==> config.mk <==
export PLATFORM = sky130hd
export DESIGN_NAME = regfile_writeback_queue
export DESIGN_NICKNAME = d
export VERILOG_FILES = /design/src/rtl/regfile_writeback_queue.sv
export SDC_FILE = /design/constraint.sdc
export NUM_CORES = 1
export LEC_CHECK = 0
export ABC_AREA = 1
export BUFFER_PORTS_ARGS = -buffer_cell sky130_fd_sc_hd__buf_2
export CAP_MARGIN = 20
export CORE_MARGIN = 2
export CORE_UTILIZATION = 50
export CTS_CLUSTER_DIAMETER = 150
export DETAILED_ROUTE_END_ITERATION = 6
export PLACE_DENSITY = 0.71
export SLEW_MARGIN = 40
export SYNTH_ARGS = -nofsm -noshare
export SYNTH_HDL_FRONTEND = slang
export SYNTH_SLANG_ARGS = --single-unit
export TNS_END_PERCENT = 20
==> constraint.sdc <==
create_clock -name clock -period 4.9 [get_ports clock]
set_input_delay 0.98 -clock clock [delete_from_list [all_inputs] [get_ports clock]]
set_output_delay 0.98 -clock clock [all_outputs]
set_load 0.005 [all_outputs]
==> src/rtl/regfile_writeback_queue.sv <==
// Writeback queue: merges ALU and load-path writebacks into an in-order FIFO
// that feeds the 16-entry register file write port, one entry per cycle.
module regfile_writeback_queue #(
    parameter int DEPTH  = 4,
    parameter int DATA_W = 32,
    parameter int ADDR_W = 5
) (
    input  logic                   clock,
    input  logic                   reset,
    input  logic                   mem_valid,
    output logic                   mem_ready,
    input  logic [ADDR_W-1:0]      mem_addr,
    input  logic [DATA_W-1:0]      mem_data,
    input  logic                   alu_valid,
    output logic                   alu_ready,
    input  logic [ADDR_W-1:0]      alu_addr,
    input  logic [DATA_W-1:0]      alu_data,
    output logic [ADDR_W-1:0]      wb_controle,
    output logic [DATA_W-1:0]      wb_entrada,
    output logic                   wb_wr,
    input  logic [ADDR_W-1:0]      rs,
    input  logic [ADDR_W-1:0]      rt,
    output logic                   rs_pending,
    output logic                   rt_pending,
    output logic [$clog2(DEPTH):0] count,
    output logic                   drop_err
);
    localparam int PTR_W = $clog2(DEPTH);
    localparam int CNT_W = PTR_W + 1;

    logic [ADDR_W-1:0] addr_mem_q [DEPTH];
    logic [DATA_W-1:0] data_mem_q [DEPTH];

    logic [PTR_W-1:0]  wr_ptr_q, wr_ptr_d, rd_ptr_q, rd_ptr_d, alu_slot;
    logic [CNT_W-1:0]  count_q, count_d, free_w;
    logic              wb_wr_q, wb_wr_d, drop_err_q, drop_err_d;
    logic [ADDR_W-1:0] wb_controle_q, wb_controle_d;
    logic [DATA_W-1:0] wb_entrada_q, wb_entrada_d;
    logic              mem_xfer, alu_xfer, mem_ok, alu_ok, pop;
    logic              rs_hit, rt_hit;
    logic [PTR_W-1:0]  idx;

    function automatic logic in_range(input logic [ADDR_W-1:0] a);
        return (a >> 4) == '0;
    endfunction

    // Handshake: a source transfers on a rising edge when valid && ready; ready is
    // computed from start-of-cycle occupancy only and never from that source's valid.
    assign free_w    = CNT_W'(DEPTH) - count_q;
    assign mem_ready = reset && (free_w >= CNT_W'(1));
    assign alu_ready = reset && (mem_valid ? (free_w >= CNT_W'(2)) : (free_w >= CNT_W'(1)));

    assign mem_xfer = mem_valid && mem_ready;
    assign alu_xfer = alu_valid && alu_ready;
    assign mem_ok   = mem_xfer && in_range(mem_addr);
    assign alu_ok   = alu_xfer && in_range(alu_addr);
    assign pop      = (count_q != '0);
    // The mem entry lands first so the ALU value wins on a same-index collision.
    assign alu_slot = wr_ptr_q + PTR_W'(mem_ok);

    always_comb begin
        wr_ptr_d      = wr_ptr_q + PTR_W'(mem_ok) + PTR_W'(alu_ok);
        rd_ptr_d      = rd_ptr_q + PTR_W'(pop);
        count_d       = count_q + CNT_W'(mem_ok) + CNT_W'(alu_ok) - CNT_W'(pop);
        drop_err_d    = (mem_xfer && !mem_ok) || (alu_xfer && !alu_ok);
        wb_wr_d       = pop;
        wb_controle_d = wb_controle_q;
        wb_entrada_d  = wb_entrada_q;
        if (pop) begin
            wb_controle_d = addr_mem_q[rd_ptr_q];
            wb_entrada_d  = data_mem_q[rd_ptr_q];
        end
    end

    always_ff @(posedge clock) begin
        if (mem_ok) begin
            addr_mem_q[wr_ptr_q] <= mem_addr;
            data_mem_q[wr_ptr_q] <= mem_data;
        end
        if (alu_ok) begin
            addr_mem_q[alu_slot] <= alu_addr;
            data_mem_q[alu_slot] <= alu_data;
        end
    end

    always_ff @(posedge clock or negedge reset) begin
        if (!reset) begin
            wr_ptr_q      <= '0;
            rd_ptr_q      <= '0;
            count_q       <= '0;
            wb_wr_q       <= 1'b0;
            wb_controle_q <= '0;
            wb_entrada_q  <= '0;
            drop_err_q    <= 1'b0;
        end else begin
            wr_ptr_q      <= wr_ptr_d;
            rd_ptr_q      <= rd_ptr_d;
            count_q       <= count_d;
            wb_wr_q       <= wb_wr_d;
            wb_controle_q <= wb_controle_d;
            wb_entrada_q  <= wb_entrada_d;
            drop_err_q    <= drop_err_d;
        end
    end

    // An entry is live while its offset from the head is below the occupancy.
    always_comb begin
        rs_hit = wb_wr_q && (wb_controle_q == rs);
        rt_hit = wb_wr_q && (wb_controle_q == rt);
        idx    = '0;
        for (int i = 0; i < DEPTH; i++) begin
            idx = rd_ptr_q + PTR_W'(i);
            if (CNT_W'(i) < count_q) begin
                if (addr_mem_q[idx] == rs) rs_hit = 1'b1;
                if (addr_mem_q[idx] == rt) rt_hit = 1'b1;
            end
        end
    end

    assign rs_pending  = rs_hit;
    assign rt_pending  = rt_hit;
    assign wb_wr       = wb_wr_q;
    assign wb_controle = wb_controle_q;
    assign wb_entrada  = wb_entrada_q;
    assign count       = count_q;
    assign drop_err    = drop_err_q;
endmodule
Yosys cells after proc, flatten, opt, wreduce, memory -nomap -nowiden:

Memory sizes are Yosys's and may differ from the RTL's. A register that Yosys moved wholly into a read port is not among the register bits.
Cells that the tools add are included.

* register bits after elaboration: 14
* memory bits (writable): 148
* output and inout bits: 46
* input port bits: 88
* logic and storage cells: 72
* memories: 2

Memory list
* data_mem_q: words 4, width 32, read ports 1, clocked after Yosys merged registers in 1, wr ports 2, RTL line 32 `logic [DATA_W-1:0] data_mem_q [DEPTH];`
* addr_mem_q: words 4, width 5, read ports 4, clocked after Yosys merged registers in 0, wr ports 2, RTL line 31 `logic [ADDR_W-1:0] addr_mem_q [DEPTH];`

* eq/ne operators: 10
* reduce and logical (&&, ||, !) cells: 17
* $lt $le $gt $ge: 6
* $add $sub $neg: 10
* muxes and demuxes: 21

Operator list (number)
* $eq A5 B5 Y1: 10
* $mux W1: 21
* $logic_and A1 B1 Y1: 10
* $logic_not A5 Y1: 2
* $add A2 B1 Y2: 3
* $add A3 B1 Y3: 2
* $lt A1 B3 Y1 const A: 2
* $lt A2 B3 Y1 const A: 2
* $add A2 B2 Y2 const B: 2
* $ge A3 B1 Y1 const B: 1
* $ge A3 B2 Y1 const B: 1
* $logic_not A1 Y1: 3
* $reduce_bool A3 Y1: 1
* $sub A3 B1 Y3: 1
* $sub A3 B3 Y3 const A: 1
* $add A2 B1 Y2 const B: 1
* $logic_or A1 B1 Y1: 1

Longest topological paths before layout:

* depth after elaboration: 10
* gate-level depth with buffers: 19
* depth with buffers taken out: 17

Worst setup path after synthesis:

No wires, ideal clock.

* path type: register to register
* start point: register count_q[1], in the netlist count[1]
* end point: memory addr_mem_q[1][0] (enable)
* stages on the path, launching flop included: 16
* path slack: 529 ps
* data required time: 4455 ps
* period minus slack after synthesis: 4371 ps
* data arrival time: 3926 ps
* buffers on the path: 0
* setup time: 445 ps
* cells stage by stage: dfrtp_1 inv_1 ha_1 ha_1 inv_1 nor2_1 a31oi_1 nand2_1 nor2_1 ha_1 or2_1 nand2_1 inv_1 nor2_1 inv_1 o22ai_1

RTL lines
* start, declared: RTL line 35 `logic [CNT_W-1:0] count_q, count_d, free_w;`
* start signal, assigned: RTL line 98 `count_q <= count_d;`
* end, declared: RTL line 31

Worst setup path after layout:

* start point: register rd_ptr_q[1]
* end point: output rs_pending

* cells in the longest elaborated chain, start to end: 10
* elaborated cells between the ends (all ways): 16
* classes of those cells: add/sub: 3; eq/ne: 4; mux: 8; memory: 1

Ends and longest elaborated chain
* start, declared: RTL line 34 `logic [PTR_W-1:0] wr_ptr_q, wr_ptr_d, rd_ptr_q, rd_ptr_d, alu_slot;`
* start signal, assigned: RTL line 97 `rd_ptr_q <= rd_ptr_d;`
* $mem_v2 Z4 W5 *
* $eq A5 B5 Y1: RTL line 114 `if (addr_mem_q[idx] == rs) rs_hit = 1'b1;`
* $mux W1: RTL line 114
* $mux W1: RTL line 113 `if (CNT_W'(i) < count_q) begin`
* $mux W1: RTL line 114
* $mux W1: RTL line 113
* $mux W1: RTL line 114
* $mux W1: RTL line 113
* $mux W1: RTL line 114
* $mux W1 *: RTL line 113
* end, declared: RTL line 23 `output logic rs_pending,`

Mark *: on every way between the ends. The rest lies on a longest branch, timed or not.

==> metrics <==
Yosys top cell area share=0.438; synth top area cells=edfxtp_1 (44%), nand2_1 (15%), dfrtp_1 (11%); simple-gate share of the synthesized area=0.229; endpoint class of the critical path=output pin; RSZ-0062 raised after global routing=no; Clock Tree Root=clkbuf_16; first drt pass iteration count=7; nets=1388; Comb power frac=0.410; Vias=8543; Reg clk slew, reported paths=about 70 ps; synthesized area=roughly 10000 um^2; CP required=a little under 4000 ps; global route total overflow=0; largest net degree at the start of global routing=74; Setup TNS=0 ps; Top Usage Layer GRT=met2; CTS tree=yes; core footprint=between 20000 and 25000 um^2; multi-input combinational cell area=between 3000 and 4000 um^2; Longest Clk Path Bufs=2; net switching power=between 0.002 and 0.003 W; clock latency on the worst-skew pair=between 400 and 500 ps; Die ar.=21500 um^2; Post-Route Skew=between 9 and 10 ps; H-tree levels=4; hold violation count in the final report=0; Leak=approximately 4.8 nW; initial antenna violation count=4; synthesis-to-layout area growth=14.4%; cell internal pwr=0.00371 W; DR vias/cell=between 5 and 6; share of cells above drive strength 1=0.148; vias in the first global route=~8000; crit path DAT=2800 ps; initial detailed-routing violation count=721; Hold WC Path Type=reg -> reg; DPL Wire Length=17300 um; R2R cell count=17; Horiz. Die Dim=about 150 um; part of the power in registers=0.381; hold_sp=wb_entrada[15]$_DFFE_PN0N_; Tmin final=~3800 ps; Ys Warns=0; Routed WL=between 20000 and 30000 um; pwr dens=539 nW/um^2; final setup violating endpoints=0; status=finished, final reports clean; max_slew headroom=0.510; post-route design area=about 12000 um^2; Die Y=about 150 um; Fmax=0.265 GHz; DRC=0; Overall Global Routing Usage=0.252; worst-path maximum fanout=16; CTS buffer count=17; Synth area leader=edfxtp_1; startpoint types=register; Routability Congestion=roughly 0.96; post-CTS sizing=0; io pins=134; Avg Synthesized Cell Area=roughly 8.6 um^2; # clock sinks=194; mux cell area share after synthesis=0; synthesis-stage register bit count=roughly 190; CTS Hold Bufs=0; RR Endpoint=addr_mem_q[1][0]$_DFFE_PP_; Starting Density=0.505; Pins Over Slew Limit=0; synthesized-area fraction occupied by adder cells=0.0163; count of cell types in the netlist=34; r2r setup slk=~1400 ps; Seq/Total Area, Yosys=0.551; first-pass GRT wire length=42100 um; pre-CTS WS=1410 ps; FF-to-FF Start=count[1]$_DFF_PN0_; grt met2 use=0.429; Cells after Synth=around 1200; worst hold endpoint=wb_entrada[15]$_DFFE_PN0N_; post-route ant nets=0; largest family of logic cells by synthesized area=simple AND/OR/NAND/NOR gates; sw frac=0.407; worst slew pin tran=approximately 730 ps; Final Cycle Share=0.770; Synth Area in Compound Gates=0.135; max_cap viols=0; xor/xnor share of the synthesized area=0.00345; drt wl/cell=between 15 and 20 um; postcts setup bufs=0; Clock power frac=0.208; input/output buffers=~130; flip-flop and latch area=roughly 5600 um^2; Placed Area=around 11000 um^2; hold depth=2; met3 Track Usage GR=0.0481; maximum vdd drop=~0.00028 V; routing usage on met1=0.330; final setup margin=about 1100 ps; post-synth net total=between 1000 and 1500; filler cell count=1811; Setup CP Type=reg -> out; row cnt=52
## per-stage QoR
stage	hold slack (ps)	utilization	total power, W	instances
after floorplan	472	-	0.00411	1179
after global placement	466	0.550	0.00492	1539
after detailed placement	465	0.550	0.00498	1539
after CTS	484	0.577	0.00627	1571
after global routing	510	0.577	0.00671	1571
final	481	0.578	0.00627	1574
## Yosys cell counts, drive strengths merged
cell	count
xnor2	3
a31oi	11
dfrtp	46
edfxtp	148
o22ai	5
fa	2
and3b	1
xor2	1
o21ai	157
nor3	2
or2	2
ha	10
a21oi	4
nand4	6
nand2	413
nor2	79
a221oi	1
a41oi	18
buf	35
o21bai	2
a22oi	38
inv	98
clkbuf	23
nand3	74
## worst max-delay path by stage
stage | end | depth (start not counted) | slack (ps) | from
detailed placement | data_mem_q[1][1]$_DFFE_PP_ | 17 | 1410 | count[1]$_DFF_PN0_
finish | rs_pending | 13 | 1120 | rd_ptr_q[1]$_DFF_PN0_
CTS | rs_pending | 12 | 1190 | rd_ptr_q[1]$_DFF_PN0_
floorplan | addr_mem_q[1][0]$_DFFE_PP_ | 15 | 530 | count[1]$_DFF_PN0_
global route | rt_pending | 12 | 830 | rd_ptr_q[1]$_DFF_PN0_
global placement | data_mem_q[3][16]$_DFFE_PP_ | 5 | 1450 | reset
## metal layers
layer  vias up  share of wire
met2       343           0.49
li1       4208              -
met1      3953           0.41
met5         -        0.00026
met3        37          0.076
met4         2          0.022
## final cells by class
| class | instances | share of cell area |
|---|---|---|
| Antenna cell | 3 | 0.000646 |
| Clock buffer | 20 | 0.0385 |
| Clock inverter | 12 | 0.00840 |
| Inverter | 98 | 0.0317 |
| Multi-Input combinational cell | 829 | 0.341 |
| Sequential cell | 194 | 0.482 |
| Tap cell | 270 | 0.0291 |
| Timing Repair Buffer | 148 | 0.0692 |
## worst max-delay path, cell delays in order (launching register included)
cell and delay [ps]:
dfrtp_1 650, inv_1 330, nand2_1 160, nand2_1 350, nand2_1 200, nand2_1 110, nand2_1 70, nand2_1 50
nor2_1 90, nand3_1 90, nand2_1 70, inv_1 40, nand2_1 50, buf_2 100
## layout by cell type, fill, tap and decap left out, types with 3 or more instances in the layout
cell	synthesis	routed
edfxtp_1	148	148
clkbuf_16	0	17
o21ai_1	8	8
inv_4	0	3
ha_1	10	10
nand2_1	412	412
a31oi_1	11	11
a21oi_1	4	4
nor2_1	74	74
inv_1	95	95
nand3_1	74	74
clkinv_4	0	3
nor2_4	2	4
dfrtp_1	46	46
inv_2	3	3
diode_2	0	3
o22ai_1	5	3
buf_4	13	13
a41oi_1	18	18
buf_2	20	133
o21ai_0	149	149
nand4_1	5	5
xnor2_1	3	3
a22oi_1	38	38
## power groups by stage
| stage | clock [W] | sequential (W) | combinational, W |
|---|---|---|---|
| 2_1_floorplan | 0 | 0.00238 | 0.00173 |
| 3_3_place_gp | 0 | 0.00242 | 0.00250 |
| 3_5_place_dp | 0 | 0.00242 | 0.00256 |
| 4_1_cts | 0.00132 | 0.00239 | 0.00257 |
| 5_1_grt | 0.00138 | 0.00243 | 0.00290 |
| 6_report | 0.00131 | 0.00239 | 0.00257 |
## cell families after synthesis
family,count (synthesis)
simple gates,577
compound gates,236
flops,194
buf+inv,156
fa+ha+maj,12
xor+xnor,4
## flip-flops by register name, indices dropped and copies added (netlist names), 2 cells and up
name         count
rd_ptr_q         2
wb_entrada      32
data_mem_q     128
count            3
wr_ptr_q         2
addr_mem_q      20
wb_controle      5
No activity file was read; power rests on OpenSTA's default activity.
